### config.mk
export PLATFORM = sky130hd
export DESIGN_NAME = dram_controller
export DESIGN_NICKNAME = d
export VERILOG_FILES = /design/src/rtl/dram_pkg.sv /design/src/rtl/dram_refresh_timer.sv /design/src/rtl/dram_controller.sv
export SDC_FILE = /design/constraint.sdc
export NUM_CORES = 1
export LEC_CHECK = 0
export ABC_AREA = 1
export CORE_MARGIN = 1
export CORE_UTILIZATION = 35
export DETAILED_ROUTE_END_ITERATION = 10
export PLACE_DENSITY = 0.57
export SYNTH_ARGS = -nofsm -noshare
export SYNTH_HDL_FRONTEND = slang
export SYNTH_SLANG_ARGS = --single-unit
### constraint.sdc
create_clock -name CLK -period 2.4 [get_ports CLK]
set_input_delay 0.48 -clock CLK [delete_from_list [all_inputs] [get_ports CLK]]
set_output_delay 0.48 -clock CLK [all_outputs]
set_load 0.005 [all_outputs]
### src/rtl/dram_pkg.sv
// rtl/dram_pkg.sv - states, default timing and address field ranges for the expansion DRAM controller
package dram_pkg;

  // Bus/refresh sequencer states
  typedef enum logic [2:0] {
    IDLE,
    ROW,
    COL,
    ACK,
    PRECHARGE,
    REF_CAS,
    REF_RAS
  } dram_state_t;

  // Default timing, in CLK cycles (8 MHz CPU clock)
  localparam int REFRESH_DIV_DEF = 124;
  localparam int T_RCD_DEF       = 1;
  localparam int T_RAS_DEF       = 2;
  localparam int T_RP_DEF        = 2;

  // Width of the per-state cycle counter; covers timing values up to 15
  localparam int CNT_W = 4;

  // Bus address is byte address [22:1]; port bit 0 is byte address bit 1
  localparam int ADDR_W  = 22;
  localparam int MA_W    = 11;
  localparam int ROW_MSB = 21;
  localparam int ROW_LSB = 11;
  localparam int COL_MSB = 10;
  localparam int COL_LSB = 0;

endpackage

### src/rtl/dram_refresh_timer.sv
// rtl/dram_refresh_timer.sv - refresh interval counter and pending-refresh tracking (DRAM_REFRESH_DEBT_EN adds a 2-bit debt counter)
module dram_refresh_timer #(
  parameter int REFRESH_DIV = 124
) (
  input  logic i_clk,
  input  logic i_rst_n,
  input  logic i_consume,
  output logic o_pending
);

  localparam int DIV_W = $clog2(REFRESH_DIV + 1);
  localparam logic [DIV_W-1:0] RELOAD = DIV_W'(REFRESH_DIV - 1);

  logic [DIV_W-1:0] r_count;
  logic             w_tick;

  // A tick is visible in the same cycle the counter hits zero, so the
  // sequencer can weigh it against a bus cycle sampled on that edge.
  assign w_tick = (r_count == '0);

  // Free-running down-counter, independent of bus activity
  always_ff @(posedge i_clk) begin
    if (!i_rst_n) begin
      r_count <= RELOAD;
    end else if (w_tick) begin
      r_count <= RELOAD;
    end else begin
      r_count <= r_count - DIV_W'(1);
    end
  end

`ifdef DRAM_REFRESH_DEBT_EN
  logic [1:0] r_debt;

  // Saturating count of owed refreshes; tick plus consume cancels out
  always_ff @(posedge i_clk) begin
    if (!i_rst_n) begin
      r_debt <= 2'd0;
    end else if (w_tick && !i_consume && (r_debt != 2'd3)) begin
      r_debt <= r_debt + 2'd1;
    end else if (!w_tick && i_consume && (r_debt != 2'd0)) begin
      r_debt <= r_debt - 2'd1;
    end
  end

  assign o_pending = w_tick || (r_debt != 2'd0);
`else
  logic r_pend;

  // Single pending flag; a tick while already pending is dropped
  always_ff @(posedge i_clk) begin
    if (!i_rst_n) begin
      r_pend <= 1'b0;
    end else if (w_tick && !i_consume) begin
      r_pend <= 1'b1;
    end else if (!w_tick && i_consume) begin
      r_pend <= 1'b0;
    end
  end

  assign o_pending = w_tick || r_pend;
`endif

endmodule

### src/rtl/dram_controller.sv
// rtl/dram_controller.sv - 68000 bus to RAS/CAS sequencer with CBR refresh for one 4M x16 bank (DRAM_REFRESH_DEBT_EN selects refresh debt)
module dram_controller
  import dram_pkg::*;
#(
  parameter int REFRESH_DIV = REFRESH_DIV_DEF,
  parameter int T_RCD       = T_RCD_DEF,
  parameter int T_RAS       = T_RAS_DEF,
  parameter int T_RP        = T_RP_DEF
) (
  input  logic              CLK,
  input  logic              RST,
  input  logic              CS,
  input  logic              AS,
  input  logic              UDS,
  input  logic              LDS,
  input  logic              RW,
  input  logic [ADDR_W-1:0] ADDR,
  output logic [MA_W-1:0]   MA,
  output logic              RAS,
  output logic              CASU,
  output logic              CASL,
  output logic              WE,
  output logic              DTACK
);

  localparam logic [CNT_W-1:0] RCD_LAST = CNT_W'(T_RCD - 1);
  localparam logic [CNT_W-1:0] RAS_LAST = CNT_W'(T_RAS - 1);
  localparam logic [CNT_W-1:0] RP_LAST  = CNT_W'(T_RP - 1);

  dram_state_t      r_state;
  dram_state_t      w_next;
  logic [CNT_W-1:0] r_cnt;
  logic             w_pending;
  logic             w_consume;
  logic             w_start;
  logic [MA_W-1:0]  w_row;
  logic [MA_W-1:0]  w_col;

  logic [MA_W-1:0]  r_ma;
  logic             r_ras;
  logic             r_casu;
  logic             r_casl;
  logic             r_we;
  logic             r_dtack;

  assign w_row   = ADDR[ROW_MSB:ROW_LSB];
  assign w_col   = ADDR[COL_MSB:COL_LSB];
  assign w_start = !CS && !AS;

  // The pending refresh is taken on the edge that enters REF_CAS
  assign w_consume = (w_next == REF_CAS);

  dram_refresh_timer #(
    .REFRESH_DIV(REFRESH_DIV)
  ) u_refresh_timer (
    .i_clk    (CLK),
    .i_rst_n  (RST),
    .i_consume(w_consume),
    .o_pending(w_pending)
  );

  // Next-state selection; the end of precharge makes the same choice as IDLE
  // so a queued access or refresh does not lose a cycle in IDLE.
  always_comb begin
    w_next = r_state;
    case (r_state)
      IDLE: begin
        if (w_pending)    w_next = REF_CAS;
        else if (w_start) w_next = ROW;
      end
      ROW: begin
        if (AS)                     w_next = PRECHARGE;
        else if (r_cnt == RCD_LAST) w_next = COL;
      end
      COL: begin
        if (AS)                w_next = PRECHARGE;
        else if (!UDS || !LDS) w_next = ACK;
      end
      ACK: begin
        if (AS) w_next = PRECHARGE;
      end
      PRECHARGE: begin
        if (r_cnt == RP_LAST) begin
          if (w_pending)    w_next = REF_CAS;
          else if (w_start) w_next = ROW;
          else              w_next = IDLE;
        end
      end
      REF_CAS: w_next = REF_RAS;
      REF_RAS: begin
        if (r_cnt == RAS_LAST) w_next = PRECHARGE;
      end
      default: w_next = IDLE;
    endcase
  end

  // State register and per-state cycle counter (restarts on every state change)
  always_ff @(posedge CLK) begin
    if (!RST) begin
      r_state <= IDLE;
      r_cnt   <= '0;
    end else begin
      r_state <= w_next;
      if (w_next != r_state) r_cnt <= '0;
      else                   r_cnt <= r_cnt + CNT_W'(1);
    end
  end

  // Registered DRAM/bus outputs; CAS latches strobes only while already in
  // COL, and DTACK drops one cycle after ACK is entered.
  always_ff @(posedge CLK) begin
    if (!RST) begin
      r_ma    <= '0;
      r_ras   <= 1'b1;
      r_casu  <= 1'b1;
      r_casl  <= 1'b1;
      r_we    <= 1'b1;
      r_dtack <= 1'b1;
    end else begin
      case (w_next)
        ROW: begin
          r_ras   <= 1'b0;
          r_ma    <= w_row;
          r_we    <= RW;
          r_casu  <= 1'b1;
          r_casl  <= 1'b1;
          r_dtack <= 1'b1;
        end
        COL, ACK: begin
          r_ras <= 1'b0;
          r_ma  <= w_col;
          if (r_state == COL) begin
            r_casu <= r_casu & UDS;
            r_casl <= r_casl & LDS;
          end
          r_dtack <= !(r_state == ACK);
        end
        REF_CAS: begin
          r_ras   <= 1'b1;
          r_casu  <= 1'b0;
          r_casl  <= 1'b0;
          r_we    <= 1'b1;
          r_dtack <= 1'b1;
        end
        REF_RAS: begin
          r_ras   <= 1'b0;
          r_we    <= 1'b1;
          r_dtack <= 1'b1;
        end
        default: begin
          r_ras   <= 1'b1;
          r_casu  <= 1'b1;
          r_casl  <= 1'b1;
          r_we    <= 1'b1;
          r_dtack <= 1'b1;
        end
      endcase
    end
  end

  assign MA    = r_ma;
  assign RAS   = r_ras;
  assign CASU  = r_casu;
  assign CASL  = r_casl;
  assign WE    = r_we;
  assign DTACK = r_dtack;

endmodule
# --- After elaboration in Yosys (flattened, before gate mapping) ---
# Index checks and enable logic that the tools add are counted.
# W data, S select, Z words.
totals:
  n_memories: 0
  register_bits: 31
  mem_bits_ro: 0
  inputBits: 29
  latchBits: 0
  out_inout_bits: 16
  wordCells: 74
  mem_bits_rw: 0
classes:
  eq_ne: 14
  addsub: 2
  n_div: 0
  shifts: 0
  magnitude_cmp: 0
  n_mul: 0
  n_mux: 21
  bitwise: 4
  reduce_logical: 23
ops:
  columns: ["cell", "n"]
  rows:
  - ["$mux W3", 10]
  - ["$pmux W11 S2", 1]
  - ["$pmux W3 S7", 1]
  - ["$eq A3 B3 Y1 const B", 5]
  - ["$eq A3 B2 Y1 const B", 4]
  - ["$logic_not A1 Y1", 7]
  - ["$logic_not A7 Y1", 1]
  - ["$sub A7 B1 Y7 const B", 1]
  - ["$eq A3 B1 Y1 const B", 2]
  - ["$mux W1", 6]
  - ["$pmux W1 S3", 2]
  - ["$reduce_or A2 Y1", 3]
  - ["$add A4 B1 Y4 const B", 1]
  - ["$eq A4 B1 Y1 const B", 1]
  - ["$logic_not A4 Y1", 1]
  - ["$reduce_and A2 Y1", 2]
  - ["$reduce_bool A2 Y1", 2]
  - ["$reduce_or A4 Y1", 1]
  - ["$logic_and A1 B1 Y1", 3]
  - ["$logic_not A3 Y1", 1]
  - ["$ne A3 B3 Y1", 1]
  - ["$and A1 B1 Y1", 2]
  - ["$logic_or A1 B1 Y1", 2]
  - ["$ne A2 B2 Y1 const B", 1]
  - ["2 further kinds", 3]

# --- Longest topological paths before layout ---
logic_depth:
  word_depth: 10
  mapped_depth: 14
  mapped_depth_nobuf: 13

# --- Hierarchy ---
# A second synthesis with hierarchy kept.
hier_totals:
  cells_unflattened: 267
  hier_area_um2: 1954.4
by_module_without_submodules:
  columns: ["mod", "cells_each", "area_each_um2", "n_inst", "seq_area_each_um2"]
  rows:
  - ["dram_controller", 217, 1537.7, 1, 460.4]
  - ["dram_refresh_timer", 50, 416.6, 1, 160.2]

# --- Worst setup path before layout ---
# Ideal clock, no wire load.
synth_path:
  path_kind: "register to register"
  start: "register u_refresh_timer.r_count[0]"
  end: "register u_refresh_timer.r_pend"
  setup_ps: 119
  path_stages_with_launch: 13
  required_time_ps: 2281
  period_less_slack_ps: 1824
  n_path_buf: 0
  t_arrival_ps: 1704
  path_slack_ps: 576
  path_cell_list: "dfxtp_1 inv_1 ha_1 inv_1 nor2_1 nand3_1 nand2_1 nand2_2 nand2_4 o21ai_0 ha_1 o21ai_0 a21oi_1"
synth_between:
  elab_chain_cells: 9
  elab_cells_between_ends: 13
  classes_between: "eq/ne: 1; mux: 5; reduce/logical: 7"
synth_rtl:
  columns: ["item", "line_no", "source"]
  rows:
  - ["from (decl)", "dram_refresh_timer.sv:14", "logic [DIV_W-1:0] r_count;"]
  - ["from (signal assigned)", "dram_refresh_timer.sv:28", "r_count <= r_count - DIV_W'(1);"]
  - ["$logic_not A7 Y1 (*)", "dram_refresh_timer.sv:19", "assign w_tick = (r_count == '0);"]
  - ["$logic_or A1 B1 Y1", "dram_refresh_timer.sv:61", "assign o_pending = w_tick || r_pend;"]
  - ["$mux W3", "dram_controller.sv:84", "if (w_pending) w_next = REF_CAS;"]
  - ["$mux W3", "dram_controller.sv:83", "if (r_cnt == RP_LAST) begin"]
  - ["$pmux W3 S7", "dram_controller.sv:66", "case (r_state)"]
  - ["$eq A3 B3 Y1", "dram_controller.sv:51", "assign w_consume = (w_next == REF_CAS);"]
  - ["$logic_not A1 Y1", "dram_refresh_timer.sv:54", "end else if (w_tick && !i_consume) begin"]
  - ["$logic_and A1 B1 Y1", "dram_refresh_timer.sv:54", null]
  - ["$mux W1 or $reduce_bool A2 Y1 (tied branches)", null, null]
  - ["to (signal assigned)", "dram_refresh_timer.sv:53", "r_pend <= 1'b0;"]
  - ["to (signal assigned)", "dram_refresh_timer.sv:55", "r_pend <= 1'b1;"]
  - ["to (signal assigned)", "dram_refresh_timer.sv:57", "r_pend <= 1'b0;"]
  - ["to (decl)", "dram_refresh_timer.sv:48", "logic r_pend;"]
# Every way passes the cells marked *; elsewhere a longest branch is shown, timed or not.
# A chain may end at the register's enable or synchronous reset.

# --- Final worst setup path ---
layout_path:
  start: "input port AS"
  end: "register u_refresh_timer.r_pend"
layout_between:
  elab_chain_cells: 10
  elab_cells_between_ends: 17
  classes_between: "eq/ne: 1; mux: 10; reduce/logical: 6"
layout_rtl:
  columns: ["item", "line_no", "source"]
  rows:
  - ["from (decl)", "dram_controller.sv:13", "input logic AS,"]
  - ["$logic_not A1 Y1", "dram_controller.sv:48", "assign w_start = !CS && !AS;"]
  - ["$logic_and A1 B1 Y1", "dram_controller.sv:48", null]
  - ["$mux W1", "dram_controller.sv:85", "else if (w_start) w_next = ROW;"]
  - ["$mux W3", "dram_controller.sv:84", null]
  - ["$mux W3", "dram_controller.sv:83", null]
  - ["$pmux W3 S7 (*)", "dram_controller.sv:66", null]
  - ["$eq A3 B3 Y1 (*)", "dram_controller.sv:51", null]
  - ["$logic_not A1 Y1", "dram_refresh_timer.sv:54", null]
  - ["$logic_and A1 B1 Y1", "dram_refresh_timer.sv:54", null]
  - ["$mux W1 or $reduce_bool A2 Y1 (tied branches)", null, null]
# Marks and branches as above.

==> load_flow_metrics.sql <==
INSERT INTO impl_metrics (metric_group, metric, value, unit) VALUES
('run_status', 'outcome', 'finished clean', ''),
('floorplanning', 'die_height', '72.8', 'um'),
('cells_and_area', 'fillerInstances', '524', ''),
('timing', 'final-setup-viol-count', '0', ''),
('floorplanning', 'core_region_area', '4790', 'um2'),
('cts', 'cts.root.buffer_cell', 'sky130_fd_sc_hd__clkbuf_8', ''),
('drt', 'drt-vias-per-instance', '4.43', ''),
('cts', 'clock_sink_count', '31', ''),
('timing', 'grt_setup_unrepaired', 'no', ''),
('worst_setup_path', 'setup.worst_path.start_class', 'input pin', ''),
('hold_path', 'min_delay_path_depth', '1', ''),
('drt', 'detailroute.via_count', '1626', ''),
('cts', 'post-cts-setup-buffer-count', '0', ''),
('cts', 'ctsHoldBuffers', '0', ''),
('timing', 'layout_min_cycle_time', '2.02', 'ns'),
('pwr', 'max-vdd-ir-drop', '0.354', 'mV'),
('timing', 'final_max_slew_viol_count', '0', ''),
('place', 'detailed_place.area', '2230', 'um2'),
('worst_setup_path', 'timing_worst_setup_path_type', 'input pin to flop', ''),
('cells_and_area', 'syn_to_final_growth', '32.9', '%'),
('synthesis', 'synth_seq_area_share', '0.354', ''),
('floorplanning', 'row_cnt', '25', ''),
('worst_setup_path', 'crit_fanout', '5', ''),
('cts', 'cts_buffers', '5', ''),
('synthesis', 'syn-mean-instance-area', '6.90', 'um2'),
('drt', 'wl', '3720', 'um'),
('synthesis', 'number_of_unique_standard_cell_types_used_by_synthesis', '29', ''),
('synthesis', 'synth.ff_latch_count', '31', ''),
('timing', 'fin_skew', '0.00238', 'ns'),
('cells_and_area', 'mostFrequentLayoutCell', 'sky130_fd_sc_hd__nand2_1', ''),
('global_routing', 'initial_antenna_violation_count', '0', ''),
('worst_setup_path', 'number_of_cells_on_the_worst_reg_to_reg_path', '12', ''),
('pwr', 'power.leakage', '1.11', 'nW'),
('cts', 'path_clk_slew', '0.06', 'ns'),
('pwr', 'power_density', '906', 'nW/um2'),
('cts', 'max-clock-path-buffers', '2', ''),
('floorplanning', 'die-width', '72.8', 'um'),
('drt', 'drtIter0Drc', '87', ''),
('cells_and_area', 'finish.net_count', '333', ''),
('worst_setup_path', 'cp_data_arrival_time', '2.19', 'ns'),
('synthesis', 'count_of_flip_flops_with_a_built_in_enable_after_synthesis', '0', ''),
('synthesis', 'postSynth.asyncResetShare', '0', ''),
('floorplanning', 'top_level_ports', '45', ''),
('synthesis', 'instance_count_of_the_mapped_netlist', '254', ''),
('place', 'port-buffer-count', '44', ''),
('global_routing', 'first_global_vias', '1383', ''),
('worst_setup_path', 'crit_path_end_kind', 'flop', ''),
('cts', 'clock_tree.htree_level_count', '2', ''),
('synthesis', 'yosysWarningCount', '0', ''),
('global_routing', 'overflow', '0', ''),
('cells_and_area', 'final_cell_count_no_fill', '367', ''),
('floorplanning', 'start_util', '0.366', ''),
('drt', 'drt_first_pass_iters', '4', ''),
('cells_and_area', 'postLayoutCellArea', '2330', 'um2'),
('global_routing', 'grt_pass1_wl', '6220', 'um'),
('floorplanning', 'die_area', '5300', 'um2'),
('cts', 'clk_latency', '0.28', 'ns'),
('cts', 'cts_resized', '0', ''),
('cells_and_area', 'layout-drive-gt1-share', '0.117', ''),
('place', 'gpl.final_weighted_congestion', '0.789', ''),
('place', 'placed_cells_incl_taps', '359', ''),
('cells_and_area', 'layout.cells.most_common_list', 'sky130_fd_sc_hd__nand2_1, sky130_fd_sc_hd__clkdlybuf4s50_1, sky130_fd_sc_hd__inv_1', ''),
('timing', 'share_of_the_cycle_needed_by_the_critical_path_after_routing', '0.840', ''),
('synthesis', 'synth-main-ff-cell', 'sky130_fd_sc_hd__dfxtp_1', ''),
('drt', 'postRouteAntennaNets', '0', ''),
('place', 'hpwl', '2780', 'um'),
('drt', 'detail_route.wl_per_cell', '10.1', 'um'),
('global_routing', 'maximum_number_of_pins_on_one_net_before_global_route_repair', '24', ''),
('drt', 'drc_violation_count_after_routing', '0', ''),
('global_routing', 'globalRouteTotalUtil', '0.154', ''),
('cells_and_area', 'antenna_cells', '0', ''),
('worst_setup_path', 'critPathRequiredTime', '2.57', 'ns'),
('cts', 'cts_tree', 'done', ''),
('timing', 'max_freq', '496', 'MHz'),
('timing', 'final-hold-violation-count', '0', ''),
('flow_run', 'cap_violations', '0', ''),
('hold_path', 'worstHoldPathType', 'flop to flop', ''),
('timing', 'final.setup.tns', '0', 'ns'),
('timing', 'worst_slew_pin_slew', '0.387', 'ns'),
('synthesis', 'synthesis.area', '1750', 'um2'),
('synthesis', 'synth_fp_nets', '288', ''),
('timing', 'relSlewSlack', '0.741', '');
stage by stage:
stage,hold slack (ns),utilization,power [mW],setup WS [ns]
6_report,0.392,0.487,2.11,0.384
3_5_place_dp,0.380,0.466,1.68,0.0882
4_1_cts,0.396,0.487,2.15,0.384
3_3_place_gp,0.375,0.466,1.68,0.138
2_1_floorplan,0.366,-,1.38,0.576
5_1_grt,0.412,0.487,2.30,0.172
layout make-up:
cell class / count / area (um2) / area share
clock buffer: 8 / 100 / 0.0430
tap: 67 / 83.8 / 0.0360
inverter: 36 / 136 / 0.0585
multi-input combinational: 177 / 918 / 0.394
sequential: 31 / 621 / 0.266
timing repair buffer: 48 / 470 / 0.202
state kept, by name (all words and copies together) (netlist names):
name	cells
u_refresh_timer.r_pend	1
u_refresh_timer.r_count	7
MA	11
DTACK	1
r_state	3
CASU	1
r_cnt	4
WE	1
CASL	1
RAS	1
synth_stat cells (2+ instances only):
cell                       instances  area, um2
sky130_fd_sc_hd__nand2_1          75        282
sky130_fd_sc_hd__inv_1            32        120
sky130_fd_sc_hd__dfxtp_1          31        621
sky130_fd_sc_hd__nor2_1           25       93.8
sky130_fd_sc_hd__nand3_1          18       90.1
sky130_fd_sc_hd__a21oi_1          13       65.1
sky130_fd_sc_hd__nand3_2           9       90.1
sky130_fd_sc_hd__nor3_1            6       30.0
sky130_fd_sc_hd__o21ai_0           6       30.0
sky130_fd_sc_hd__buf_2             5       25.0
sky130_fd_sc_hd__ha_1              5       62.6
sky130_fd_sc_hd__buf_6             4       45.0
sky130_fd_sc_hd__nand2_2           4       25.0
sky130_fd_sc_hd__inv_2             3       11.3
sky130_fd_sc_hd__o211ai_1          2       15.0
sky130_fd_sc_hd__xnor2_1           2       17.5
sky130_fd_sc_hd__xor2_1            2       17.5
path summary, 6_finish.rpt:
kind                                            startpoint                    endpoint  slack [ns]
worst min register to register  u_refresh_timer.r_count[0]  u_refresh_timer.r_count[0]        0.39
worst max register to register  u_refresh_timer.r_count[0]      u_refresh_timer.r_pend        0.43
worst min-delay path            u_refresh_timer.r_count[0]  u_refresh_timer.r_count[0]        0.39
worst max-delay path                                    AS      u_refresh_timer.r_pend        0.38
routing by layer:
| metal | up-vias | global-route usage | share of wire |
|---|---|---|---|
| met3 | 7 | 0.0566 | 0.045 |
| met4 | 0 | 0.0523 | 0.014 |
| li1 | 881 | - | - |
| met5 | - | 0 | 0 |
| met1 | 711 | 0.205 | 0.51 |
| met2 | 27 | 0.228 | 0.43 |
critical path: stages:
cell and delay [ns]:
sky130_fd_sc_hd__clkdlybuf4s50_1 0.47, sky130_fd_sc_hd__or2_2 0.32, sky130_fd_sc_hd__nand3_1 0.08, sky130_fd_sc_hd__nand2_1 0.06
sky130_fd_sc_hd__nand2_2 0.13, sky130_fd_sc_hd__o21ai_0 0.13, sky130_fd_sc_hd__ha_1 0.31, sky130_fd_sc_hd__o21ai_0 0.15
sky130_fd_sc_hd__a21oi_1 0.06
logic make-up after synthesis:
kind of cell	synth area share
adder cells (fa/ha/maj)	0.0357
AO/OA/AOI/OAI	0.0771
XOR/XNOR	0.0200
buffers and inverters	0.122
flip-flops	0.354
AND/OR/NAND/NOR	0.391
power by group:
group          leakage (nW)  total (mW)  switching [mW]  internal, mW
clock network        0.0515       0.453           0.191         0.262
logic                 0.809       0.929           0.479         0.449
registers             0.254       0.729          0.0845         0.645
Note: power is estimated with default switching activity, not from simulation.
